==> src/rtl/pipelined_braun_multiplier.sv <==
`default_nettype none
// ============================================================================
// Module      : pipelined_braun_multiplier
// Description : N x N multiplier built as a Braun carry-save array with
//               Baugh-Wooley signed support. The array rows are split across
//               PIPE register stages. A final ripple-carry row then resolves
//               the result into the prod register.
//               A single global enable stalls every stage at once.
// Revision    : 1.0 - initial release
// ============================================================================
module pipelined_braun_multiplier #(
  parameter int N    = 8,
  parameter int PIPE = 2
) (
  input  logic           clk,
  input  logic           rst,
  input  logic           in_valid,
  output logic           in_ready,
  input  logic [N-1:0]   a,
  input  logic [N-1:0]   b,
  input  logic           signed_mode,
  output logic           out_valid,
  input  logic           out_ready,
  output logic [2*N-1:0] prod
);

  localparam int W = 2 * N;

  // Baugh-Wooley correction: +2^N and +2^(2N-1) compensate the inverted
  // MSB-row and MSB-column partial products.
  localparam logic [W-1:0] C_BW_CORR = (W'(1) << N) | (W'(1) << (W - 1));

  // Stage inputs. Index 0 comes from the ports; index p>0 comes from the
  // register of stage p-1.
  logic [W-1:0] w_s_i  [PIPE];
  logic [W-1:0] w_c_i  [PIPE];
  logic [N-1:0] w_a_i  [PIPE];
  logic [N-1:0] w_b_i  [PIPE];
  logic         w_sm_i [PIPE];
  logic         w_v_i  [PIPE];

  // Carry-save pair and valid bit leaving the last array stage.
  logic [W-1:0] w_fs;
  logic [W-1:0] w_fc;
  logic         w_fv;

  logic [W-1:0] w_sum;
  logic         w_cy;
  logic         w_en;

  logic         r_out_valid;
  logic [W-1:0] r_prod;

  // The whole pipeline advances unless a held result is being refused.
  assign w_en      = out_ready | ~r_out_valid;
  assign in_ready  = w_en;
  assign out_valid = r_out_valid;
  assign prod      = r_prod;

  // The correction constants seed the carry vector. Row 0 then enters as an
  // ordinary carry-save row.
  assign w_s_i[0]  = '0;
  assign w_c_i[0]  = signed_mode ? C_BW_CORR : '0;
  assign w_a_i[0]  = a;
  assign w_b_i[0]  = b;
  assign w_sm_i[0] = signed_mode;
  assign w_v_i[0]  = in_valid;

  for (genvar p = 0; p < PIPE; p++) begin : g_stage
    // Rows [LO, HI) belong to this stage. Because PIPE <= N, every stage
    // gets at least one row.
    localparam int LO = (p * N) / PIPE;
    localparam int HI = ((p + 1) * N) / PIPE;

    logic [W-1:0] w_so;
    logic [W-1:0] w_co;
    logic [W-1:0] w_pp;
    logic [W-1:0] w_x;
    logic [W-1:0] r_s;
    logic [W-1:0] r_c;
    logic         r_v;

    // Carry-save rows: the partial-product row for multiplier bit i is added
    // into the (sum, carry) pair with one full adder per column.
    always_comb begin
      w_so = w_s_i[p];
      w_co = w_c_i[p];
      w_pp = '0;
      w_x  = '0;
      for (int i = LO; i < HI; i++) begin
        w_pp = '0;
        for (int j = 0; j < N; j++) begin
          // In signed mode, partial products with exactly one MSB operand
          // bit are inverted.
          w_pp[i + j] = (w_a_i[p][j] & w_b_i[p][i])
                        ^ (w_sm_i[p] & ((i == N - 1) != (j == N - 1)));
        end
        w_x  = w_so ^ w_co ^ w_pp;
        w_co = ((w_so & w_co) | (w_so & w_pp) | (w_co & w_pp)) << 1;
        w_so = w_x;
      end
    end

    // Stage register for the carry-save pair and the valid bit. It holds
    // while the output is stalled.
    always_ff @(posedge clk or posedge rst) begin
      if (rst) begin
        r_s <= '0;
        r_c <= '0;
        r_v <= 1'b0;
      end else if (w_en) begin
        r_s <= w_so;
        r_c <= w_co;
        r_v <= w_v_i[p];
      end
    end

    if (p < PIPE - 1) begin : g_fwd
      logic [N-1:0] r_a;
      logic [N-1:0] r_b;
      logic         r_sm;

      // Operands and mode travel with the item for the rows still to come.
      always_ff @(posedge clk or posedge rst) begin
        if (rst) begin
          r_a  <= '0;
          r_b  <= '0;
          r_sm <= 1'b0;
        end else if (w_en) begin
          r_a  <= w_a_i[p];
          r_b  <= w_b_i[p];
          r_sm <= w_sm_i[p];
        end
      end

      assign w_s_i[p+1]  = r_s;
      assign w_c_i[p+1]  = r_c;
      assign w_a_i[p+1]  = r_a;
      assign w_b_i[p+1]  = r_b;
      assign w_sm_i[p+1] = r_sm;
      assign w_v_i[p+1]  = r_v;
    end else begin : g_last
      assign w_fs = r_s;
      assign w_fc = r_c;
      assign w_fv = r_v;
    end
  end

  // Final ripple-carry row. Any carry out of bit 2N-1 is dropped, which
  // gives the modulo-2^2N result needed in both modes.
  always_comb begin
    w_cy  = 1'b0;
    w_sum = '0;
    for (int k = 0; k < W; k++) begin
      w_sum[k] = w_fs[k] ^ w_fc[k] ^ w_cy;
      w_cy     = (w_fs[k] & w_fc[k]) | (w_cy & (w_fs[k] ^ w_fc[k]));
    end
  end

  // Result register. prod only changes when a valid item lands, so it holds
  // its last value through bubbles.
  always_ff @(posedge clk or posedge rst) begin
    if (rst) begin
      r_out_valid <= 1'b0;
      r_prod      <= '0;
    end else if (w_en) begin
      r_out_valid <= w_fv;
      if (w_fv) begin
        r_prod <= w_sum;
      end
    end
  end

endmodule
`default_nettype wire

==> config.mk <==
export PLATFORM = sky130hd
export DESIGN_NAME = pipelined_braun_multiplier
export DESIGN_NICKNAME = d
export VERILOG_FILES = /design/src/rtl/pipelined_braun_multiplier.sv
export SDC_FILE = /design/constraint.sdc
export NUM_CORES = 1
export LEC_CHECK = 0
export BUFFER_PORTS_ARGS = -buffer_cell sky130_fd_sc_hd__buf_2
export CAP_MARGIN = 20
export CORE_ASPECT_RATIO = 1.4
export CORE_MARGIN = 3
export CORE_UTILIZATION = 60
export DETAILED_ROUTE_END_ITERATION = 12
export PLACE_DENSITY_LB_ADDON = 0.1
export SYNTH_ARGS = -nofsm -noshare
export SYNTH_HDL_FRONTEND = slang
export SYNTH_SLANG_ARGS = --single-unit
export TNS_END_PERCENT = 30
==> constraint.sdc <==
create_clock -name clk -period 4.1 [get_ports clk]
set_clock_uncertainty 0.1 [all_clocks]
set_input_delay 0.82 -clock clk [delete_from_list [all_inputs] [get_ports clk]]
set_output_delay 0.82 -clock clk [all_outputs]
set_load 0.02 [all_outputs]
Word-level counts from Yosys, hierarchy flattened
Index checks and enable logic that the tools add are counted.
{"block": "totals", "ff_bits": 98, "word_cells": 213, "input_bits": 21, "output_inout_bits": 18}
{"block": "op_classes", "bitwise": 200, "mux": 1, "reduce_logical": 1}
{"op": "bitwise OR 15 bit", "count": 14}
{"op": "bitwise AND 15 bit", "count": 9}
{"op": "bitwise XOR 16 bit", "count": 7}
{"op": "bitwise AND 1 bit", "count": 91}
{"op": "bitwise XOR 1 bit", "count": 43}
{"op": "bitwise AND 15 x 10 -> 15 bit", "count": 2}
{"op": "bitwise AND 15 x 11 -> 15 bit", "count": 2}
{"op": "bitwise AND 15 x 12 -> 15 bit", "count": 2}
{"op": "bitwise AND 15 x 13 -> 15 bit", "count": 2}
{"op": "bitwise AND 15 x 14 -> 15 bit", "count": 2}
{"op": "bitwise AND 15 x 9 -> 15 bit", "count": 2}
{"op": "2-to-1 mux 16 bit", "count": 1}
{"op": "bitwise XOR 16 x 10 -> 16 bit", "count": 1}
{"op": "bitwise XOR 16 x 11 -> 16 bit", "count": 1}
{"op": "bitwise XOR 16 x 12 -> 16 bit", "count": 1}
{"op": "bitwise XOR 16 x 13 -> 16 bit", "count": 1}
{"op": "bitwise XOR 16 x 14 -> 16 bit", "count": 1}
{"op": "bitwise XOR 16 x 15 -> 16 bit", "count": 1}
{"op": "bitwise XOR 16 x 8 -> 16 bit", "count": 1}
{"op": "bitwise XOR 16 x 9 -> 16 bit", "count": 1}
{"op": "bitwise AND 15 x 8 -> 15 bit", "count": 1}
{"op": "bitwise OR 1 bit", "count": 14}
{"op": "AND reduction 2 bit", "count": 1}
{"op": "inverter 1 bit", "count": 1}

Longest topological paths before layout
Gate-level depths: netlist (run 1).
{"block": "logic_depth", "ltp_word": 28, "depth_mapped": 10, "mapped_depth_nobuf": 10}

Worst setup path before layout (run 1)
Ideal clock, no wire load.
{"block": "synth_timing", "kind": "register -> register", "from": "register g_stage[1].r_s[8]", "to": "register r_prod[15] (netlist: prod[15])", "setup_slack_ns": 0.670, "required_ns": 3.875, "arrival_ns": 3.205, "path_stages_with_launch": 10, "synth_period_minus_slack_ns": 3.430, "n_path_buf": 0, "setup_ns": 0.125, "cell_sequence": "dfrtp_1 ha_1 fa_1 fa_1 fa_1 fa_1 fa_1 fa_1 xnor2_1 mux2_4"}
{"block": "synth_via", "elab_chain_cells": 16, "word_cells_on_any_way": 17, "classes_between": "bitwise (17)"}
{"item": "from (decl)", "line_no": "79", "text": "logic [W-1:0] r_s;"}
{"item": "from (signal assigned)", "line_no": "112", "text": "r_s <= w_so;"}
{"item": "bitwise XOR 1 bit", "line_no": "156", "text": "w_cy = (w_fs[k] & w_fc[k]) | (w_cy & (w_fs[k] ^ w_fc[k]));"}
{"item": "bitwise AND 1 bit", "line_no": "156"}
{"item": "bitwise OR 1 bit (*)", "line_no": "156"}
{"item": "bitwise AND 1 bit (*)", "line_no": "156"}
{"item": "bitwise OR 1 bit (*)", "line_no": "156"}
{"item": "bitwise AND 1 bit (*)", "line_no": "156"}
{"item": "bitwise OR 1 bit (*)", "line_no": "156"}
{"item": "bitwise AND 1 bit (*)", "line_no": "156"}
{"item": "bitwise OR 1 bit (*)", "line_no": "156"}
{"item": "bitwise AND 1 bit (*)", "line_no": "156"}
{"item": "bitwise OR 1 bit (*)", "line_no": "156"}
{"item": "bitwise AND 1 bit (*)", "line_no": "156"}
{"item": "bitwise OR 1 bit (*)", "line_no": "156"}
{"item": "bitwise AND 1 bit (*)", "line_no": "156"}
{"item": "bitwise OR 1 bit (*)", "line_no": "156"}
{"item": "bitwise XOR 1 bit (*)", "line_no": "155", "text": "w_sum[k] = w_fs[k] ^ w_fc[k] ^ w_cy;"}
{"item": "to (signal assigned)", "line_no": "169", "text": "r_prod <= w_sum;"}
{"item": "to (decl)", "line_no": "52", "text": "logic [W-1:0] r_prod;"}
Every way passes the cells marked *; elsewhere a longest branch is shown, timed or not.
A chain may end at the register's enable or synchronous reset.

Final worst setup path (run 1)
Ends and elaborated chain as after synthesis.

==> parameters.txt, run 1 <==
Parameter                              Value

Run
  Max Cap Violations ... 0

Global route
  GRT Util Overall ... 20.6%
  First-pass GRT wire length ... 14300 um
  Maximum number of pins on one net before global-route repair ... 64
  Overflow left after global routing ... 0
  Vias in the first global route ... 3182
  Antenna violations before repair ... 0

Worst setup path
  CP required ... 4.24 ns
  Maximum cell stage delay along the critical path ... 0.39 ns
  Top cell by count, worst path ... sky130_fd_sc_hd__fa_1
  CP Launch Type ... register
  CP Depth ... 9
  Slowest-stage cell, CP ... sky130_fd_sc_hd__dfrtp_1
  Reg2reg setup slack ... 0.54 ns
  Setup CP Type ... register to register
  Type of destination of the critical path ... register
  Family of cells with the greatest summed delay on the critical path ... adder cells
  Cell-by-cell listing of the critical path ... ha_1, fa_1, fa_1, fa_1, fa_1, fa_1, fa_1, xnor2_1, mux2_4
  Length in cells of the worst reg-to-reg path ... 9
  Worst Path Max Fanout ... 2
  Critical Path AT ... 3.69 ns
  Buffers and inverters on the worst path ... 0

Final layout
  Multi-input gate area in the final layout ... 0.00250 mm2
  Area of all sequential standard cells ... 0.00188 mm2
  Area growth from synthesis to layout ... 10.2%
  Layout cell share with drive strength beyond 1 ... 14.7%
  Filler instances ... 592
  Number of antenna repair diodes ... 0
  Summed area of non-filler cells in the final layout ... 0.00515 mm2
  Layout Nets ... 597

Floorplanning
  Count of pins on the block boundary ... 39
  Rows ... 37
  Initial cell density of the core ... 62.7%
  Overall die width ... 80.6 um
  Area of the die ... 0.00891 mm2
  Core Area ... 0.00745 mm2
  Die height ... 110 um

Timing
  RSZ-0062 raised after global routing ... false
  Final clock period utilization by the worst path ... 86.7%
  Max-slew headroom at the worst pin ... 60.7%
  Fmax ... 0.281 GHz
  Post-Route Setup TNS ... 0 ns
  Count of final max-slew check failures ... 0
  Slew at the pin closest to its max-slew limit ... 0.589 ns
  Final setup violating endpoints ... 0
  Final Hold Vio Count ... 0
  Minimum clock period after layout ... 3.56 ns

Clocking
  CTS resizes ... 0
  Number of hold buffers added after CTS ... 0
  CTS tree ... done
  Number of sinks handled by clock tree synthesis ... 75
  Clock buffer count from CTS ... 9
  Number of H-tree levels ... 3
  Clock transition time at the flip-flop clock pins of the worst setup and hold paths ... 0.08 ns
  Clock latency of the later-clocked register in the worst-skew pair ... 0.35 ns
  CTS Root Cell ... sky130_fd_sc_hd__clkbuf_8
  Number of post-CTS setup repair buffers ... 0
  Deepest clock path buffer count ... 2

Pwr
  Clock network power share ... 18.8%
  Power dissipated by switching net loads ... 1.40 mW
  Design internal power ... 2.20 mW
  Power density relative to cell area ... 700 mW/mm2
  Static leakage power ... 2.77 nW
  Part of the total power dissipated in sequential elements ... 34.8%
  Peak supply drop ... 314 uV
  Share of total power in combinational logic ... 46.4%
  Sw Share ... 38.9%

Logic synthesis
  Synth Warn # ... 0
  Number of synthesized register bits ... 75
  Post-synthesis sequential area ratio ... 40.1%
  Share of cell area taken by muxes after synthesis ... 4.65%
  Number of distinct library cells after synthesis ... 21
  Number of nets produced by synthesis ... 564
  Synthesized-area fraction occupied by adder cells ... 24.6%
  Compound-Gate Fraction of Synth Area ... 0.214%
  Gate count after technology mapping ... 480
  Main combinational cell family by area after synthesis ... adder cells
  Area fraction in and, or, nand and nor cells after synthesis ... 21.0%
  Post-synthesis cell area ... 0.00468 mm2
  Xor and xnor area share after synthesis ... 3.00%
  Mean instance size in the synthesized netlist ... 9.74 um2

Drt
  Detailed-route vias per instance ... 4.93
  Count of unresolved DRC violations after routing ... 0
  Count of nets left with antenna violations after detail routing ... 0
  Drt first pass iters ... 4
  Total via count after detailed routing ... 3029
  Number of design-rule violations left by the first detailed-router iteration ... 55
  Routed len/inst ... 13.0 um
  WL final ... 7990 um

Placement
  Placed standard-cell area ... 0.00491 mm2
  Port Buf Inserts ... 38
  Detail Placement HPWL ... 6210 um
  Weighted congestion at the end of routability-driven global placement ... 0.829

Outcome
  Run status ... completed

Worst hold path
  Hold Path Class ... input pin to async pin
synthesized netlist by cell type, drive strengths merged:
library cell  instances  area, um2
clkbuf                8       30.0
buf                  11       67.6
xor2                  1       8.76
nor2b                 1       13.8
dfrtp                75       1880
nand3                 1       5.00
nor2                  2       7.51
inv                  53        204
nand2               201        762
a21oi                 2       10.0
and2                 30        188
fa                   48        961
nand2b                1       6.26
xnor2                15        131
ha                   15        188
mux2                 16        218
metrics by stage:
stage / std cells / hold slack [ns] / setup slack (ns) / utilization, % / power (mW)
2_1_floorplan: 480 / 0.335 / 0.670 / - / 2.55
3_3_place_gp: 599 / 0.347 / 0.606 / 65.9 / 2.89
3_5_place_dp: 599 / 0.358 / 0.536 / 65.9 / 2.99
4_1_cts: 615 / 0.310 / 0.529 / 69.2 / 3.67
5_1_grt: 615 / 0.319 / 0.412 / 69.2 / 3.99
6_report: 615 / 0.310 / 0.543 / 69.2 / 3.61
cell type report:
type,count,share of cell area [%]
multi-input combinational,333,48.5
sequential,75,36.4
timing repair buffer,41,4.13
inverter,53,3.96
clock buffer,11,2.74
tap,97,2.35
clock inverter,5,1.94
per-layer routing:
layer / track usage [%] / vias up / routed length (um) / share of wire (%)
li1: - / 1480 / - / -
met1: 24.3 / 1492 / 3340 / 42
met2: 36.6 / 49 / 4310 / 54
met3: 3.59 / 8 / 235 / 2.9
met4: 7.89 / 0 / 107 / 1.3
met5: 0 / - / 0 / 0
placed cells by master, fill, tap and decap left out, drive strengths merged:
cell | Yosys | routed
nand2 | 201 | 201
dfrtp | 75 | 75
inv | 53 | 53
fa | 48 | 48
buf | 11 | 41
and2 | 30 | 30
mux2 | 16 | 16
xnor2 | 15 | 15
ha | 15 | 15
clkbuf | 8 | 11
bufinv | 0 | 3
nor2 | 2 | 2
a21oi | 2 | 2
clkinv | 0 | 2
nor2b | 1 | 1
nand3 | 1 | 1
xor2 | 1 | 1
nand2b | 1 | 1
power by group through the flow:
stage | logic (mW) | registers (mW) | clock network, mW
finish | 1.67 | 1.26 | 0.678
global route | 1.97 | 1.30 | 0.720
floorplan | 1.25 | 1.30 | 0
global placement | 1.63 | 1.26 | 0
CTS | 1.72 | 1.26 | 0.689
detailed placement | 1.72 | 1.28 | 0
path summary, 6_finish.rpt:
path | startpoint | to
setup / recovery | g_stage[1].r_s[8]$_DFFE_PP0N_ | prod[15]$_DFFE_PP0P_
hold / removal | rst | prod[4]$_DFFE_PP0P_
setup reg to reg | g_stage[1].r_s[8]$_DFFE_PP0N_ | prod[15]$_DFFE_PP0P_
hold reg to reg | g_stage[1].r_s[0]$_DFFE_PP0N_ | g_stage[1].r_s[0]$_DFFE_PP0N_
max in group asynchronous | rst | g_stage[0].g_fwd.r_a[6]$_DFFE_PP0N_
min in group clk | g_stage[1].r_s[0]$_DFFE_PP0N_ | g_stage[1].r_s[0]$_DFFE_PP0N_
kinds of logic (layout without fill, tap and decap cells):
kind of cell / count (synthesis) / count (layout)
AO/OA/AOI/OAI: 2 / 2
buffers and inverters: 72 / 110
AND/OR/NAND/NOR: 236 / 236
XOR/XNOR: 16 / 16
multiplexers: 16 / 16
adder cells (fa/ha/maj): 63 / 63
flip-flops: 75 / 75
registers in the layout, indices dropped and copies added (netlist names):
register,count
prod,16
g_stage.r_v,2
g_stage.r_s,27
g_stage.g_fwd.r_b,4
g_stage.g_fwd.r_sm,1
out_valid,1
g_stage.r_c,16
g_stage.g_fwd.r_a,8
Note: power is estimated with default switching activity, not from simulation.
==> run 2, diff against run 1 <==
--- a/config.mk
+++ b/config.mk
@@ -5,11 +5,12 @@
 export SDC_FILE = /design/constraint.sdc
 export NUM_CORES = 1
 export LEC_CHECK = 0
+export ABC_AREA = 1
 export BUFFER_PORTS_ARGS = -buffer_cell sky130_fd_sc_hd__buf_2
 export CAP_MARGIN = 20
 export CORE_ASPECT_RATIO = 1.4
 export CORE_MARGIN = 3
-export CORE_UTILIZATION = 60
+export CORE_UTILIZATION = 61
 export DETAILED_ROUTE_END_ITERATION = 12
 export PLACE_DENSITY_LB_ADDON = 0.1
 export SYNTH_ARGS = -nofsm -noshare
==> run 2 against run 1 <==
Net effect:
- first-iteration DRC count grew 120%
- combinational power shrank 5%
- worst setup slack gained 0.083 ns
- power shrank 8.1%
- global-route usage grew 0.35 points
- synthesized area grew 3.4%
- routed wire length grew 2.1%
- sequential share of layout area shrank 0.32 points
- utilization shrank 0.24 points
- clock-buffer cell count grew 4
- register-to-register slack gained 0.08 ns
==> parameters.txt, run 2 <==
Parameter                              Value

Outcome
  Run status ... completed

Clocking
  Number of hold buffers added after CTS ... 0 (unchanged)
  CTS Root Cell ... sky130_fd_sc_hd__clkbuf_8
  CTS tree ... done
  Clock transition time at the flip-flop clock pins of the worst setup and hold paths ... 0.07 ns (about the same)
  Deepest clock path buffer count ... 2 (unchanged)
  Clock buffer count from CTS ... 9 (unchanged)
  Clock latency of the later-clocked register in the worst-skew pair ... 0.33 ns (-0.02 ns)
  CTS resizes ... 0 (unchanged)
  Number of sinks handled by clock tree synthesis ... 75 (unchanged)
  Number of H-tree levels ... 3 (unchanged)
  Number of post-CTS setup repair buffers ... 0 (unchanged)

Global route
  Antenna violations before repair ... 0 (unchanged)
  Vias in the first global route ... 3392 (+6.6%)
  Maximum number of pins on one net before global-route repair ... 49 (-23%)
  Overflow left after global routing ... 0 (unchanged)
  GRT Util Overall ... 20.9% (+0.35 points)
  First-pass GRT wire length ... 15000 um (+5.1%)

Drt
  Routed len/inst ... 11.8 um (-9.1%)
  WL final ... 8160 um (+2.1%)
  Total via count after detailed routing ... 3379 (+12%)
  Detailed-route vias per instance ... 4.89 (-0.71%)
  Drt first pass iters ... 4 (unchanged)
  Count of nets left with antenna violations after detail routing ... 0 (unchanged)
  Number of design-rule violations left by the first detailed-router iteration ... 121 (+120%)
  Count of unresolved DRC violations after routing ... 0 (unchanged)

Worst setup path
  Slowest-stage cell, CP ... sky130_fd_sc_hd__fa_1
  Worst Path Max Fanout ... 2 (unchanged)
  Cell-by-cell listing of the critical path ... ha_1, fa_1, fa_1, fa_1, fa_1, fa_1, fa_1, nand3b_1, nand3_1, nand2_1
  Setup CP Type ... register to register
  CP required ... 4.23 ns (about the same)
  Type of destination of the critical path ... register
  Maximum cell stage delay along the critical path ... 0.41 ns (+0.02 ns)
  CP Launch Type ... register
  Critical Path AT ... 3.61 ns (-0.08 ns)
  Top cell by count, worst path ... sky130_fd_sc_hd__fa_1

Logic synthesis
  Number of nets produced by synthesis ... 648 (+15%)
  Mean instance size in the synthesized netlist ... 8.58 um2 (-12%)
  Yosys top cell area share ... 38.8% (-1.3 points)
  Gate count after technology mapping ... 564 (+18%)
  Post-synthesis cell area ... 0.00484 mm2 (+3.4%)
  Predominant post-synthesis flop cell ... sky130_fd_sc_hd__dfrtp_1
  FFs w/ async S/R, synth ... 100% (unchanged)
  Post-synth EDFFs ... 0 (unchanged)
  Commonest cells in the synthesized netlist ... sky130_fd_sc_hd__nand2_1 (205), sky130_fd_sc_hd__inv_1 (105), sky130_fd_sc_hd__dfrtp_1 (75)
  Synth top area cells ... sky130_fd_sc_hd__dfrtp_1 (39%), sky130_fd_sc_hd__fa_1 (20%), sky130_fd_sc_hd__nand2_1 (16%), sky130_fd_sc_hd__inv_1 (8.1%), sky130_fd_sc_hd__nand3_1 (5.2%)
  Number of synthesized register bits ... 75 (unchanged)
  Cell with the most instances after synthesis ... sky130_fd_sc_hd__nand2_1
  Cell type with the highest aggregate area in the netlist ... sky130_fd_sc_hd__dfrtp_1
  Synth Warn # ... 0 (unchanged)
  Number of distinct library cells after synthesis ... 17 (-19%)
  Post-synthesis sequential area ratio ... 38.8% (-1.3 points)

Timing
  Count of final max-slew check failures ... 0 (unchanged)
  Minimum clock period after layout ... 3.47 ns (-0.0829 ns)
  Max-slew headroom at the worst pin ... 48.2% (-13 points)
  Post-Route Setup TNS ... 0 ns (unchanged)
  Fmax ... 0.288 GHz (+2.4%)
  Final clock period utilization by the worst path ... 84.7% (-2.0 points)
  RSZ-0062 raised after global routing ... false
  Final Hold Vio Count ... 0 (unchanged)
  Slew at the pin closest to its max-slew limit ... 0.775 ns (+0.187 ns)
  Final setup violating endpoints ... 0 (unchanged)

Placement
  Port Buf Inserts ... 38 (unchanged)
  Weighted congestion at the end of routability-driven global placement ... 0.766 (-7.6%)
  Detail Placement HPWL ... 6270 um (+0.84%)
  Placed standard-cell area ... 0.00503 mm2 (+2.3%)

Final layout
  Area growth from synthesis to layout ... 7.53%
  Number of antenna repair diodes ... 0 (unchanged)
  Commonest non-fill, non-tap cell in the layout ... sky130_fd_sc_hd__nand2_1
  Largest register FFs ... 27 (unchanged)
  Area of all sequential standard cells ... 0.00188 mm2 (unchanged)
  Multi-input gate area in the final layout ... 0.00240 mm2 (-3.8%)
  Layout cell share with drive strength beyond 1 ... 9.93% (-4.7 points)
  Commonest cells after routing, fill and taps aside ... sky130_fd_sc_hd__nand2_1 (205), sky130_fd_sc_hd__inv_1 (104), sky130_fd_sc_hd__dfrtp_1 (75)
  Filler instances ... 638 (+7.8%)
  Layout Nets ... 673 (+13%)
  Largest reg by FF count ... g_stage.r_s
  Summed area of non-filler cells in the final layout ... 0.00520 mm2 (+0.90%)

Run
  Max Cap Violations ... 0 (unchanged)

Worst hold path
  Hold Path Class ... register to register

Pwr
  Peak supply drop ... 266 uV (-15%)
  Static leakage power ... 3.05 nW (+9.9%)
  Power density relative to cell area ... 638 mW/mm2 (-8.9%)

Floorplanning
  Overall die width ... 81.3 um (+0.80%)
  Rows ... 37 (unchanged)
  Initial cell density of the core ... 64.1% (+1.4 points)
  Count of pins on the block boundary ... 39 (unchanged)
  Die height ... 111 um (+0.81%)
  Core Area ... 0.00755 mm2 (+1.2%)
  Area of the die ... 0.00905 mm2 (+1.6%)
[run 2: area by class of cell]
cell class	count	area share (%)
multi-input cells	354	46.2
flip-flops and latches	75	36.1
inverters	106	7.65
repair buffers	43	4.38
clock buffers	15	3.20
well taps	97	2.33
clock inverters	1	0.144
[run 2: per-stage QoR]
stage,power (mW),hold WS [ns],std cells,worst slack (ns),util [%]
floorplan,2.50,0.343,564,0.806,-
global placement,2.81,0.357,675,0.703,66.6
detailed placement,2.86,0.360,675,0.636,66.6
CTS,3.37,0.379,691,0.612,68.9
global route,3.74,0.403,691,0.515,68.9
finish,3.32,0.377,691,0.626,68.9
[run 2: cell families (layout without fill, tap and decap cells)]
logic type | count (synthesis) | in the layout | share of synthesized area (%)
DFF | 75 | 75 | 38.8
adders and majority gates | 63 | 63 | 23.7
xor gates and xnor gates | 14 | 14 | 2.53
buffers and inverters | 135 | 165 | 11.5
AOI/OAI and AO/OA | 17 | 17 | 1.76
and+or+nand+nor | 260 | 260 | 21.7
[run 2: worst paths after layout]
check,start,to,slack (ns),cells after the start
setup / recovery,g_stage[1].r_s[8]$_DFFE_PP0N_,prod[15]$_DFFE_PP0P_,0.63,10
hold / removal,prod[10]$_DFFE_PP0P_,prod[10]$_DFFE_PP0P_,0.38,2
setup reg to reg,g_stage[1].r_s[8]$_DFFE_PP0N_,prod[15]$_DFFE_PP0P_,0.63,10
hold reg to reg,prod[10]$_DFFE_PP0P_,prod[10]$_DFFE_PP0P_,0.38,2
max in group asynchronous,rst,g_stage[0].g_fwd.r_sm$_DFFE_PP0N_,2.42,3
min in group asynchronous,rst,prod[7]$_DFFE_PP0P_,0.52,2
[run 2: routing by layer]
metal,global-route usage [%],vias up,share of wire [%]
li1,-,1702,-
met1,26.4,1624,45
met2,35.7,44,52
met3,3.48,9,2.2
met4,7.44,0,1.7
met5,0,-,0
[run 2: critical path: cells and delay by family (launching register included)]
kind | cells | cell delay [ns]
fa+ha+maj | 7 | 2.59
flops | 1 | 0.39
simple gates | 3 | 0.28
[run 2: report_power, final]
group	internal (mW)	switching (mW)	leakage [nW]
combinational	0.633	0.960	2.03
sequential	1.02	0.206	0.929
clock	0.254	0.243	0.0840
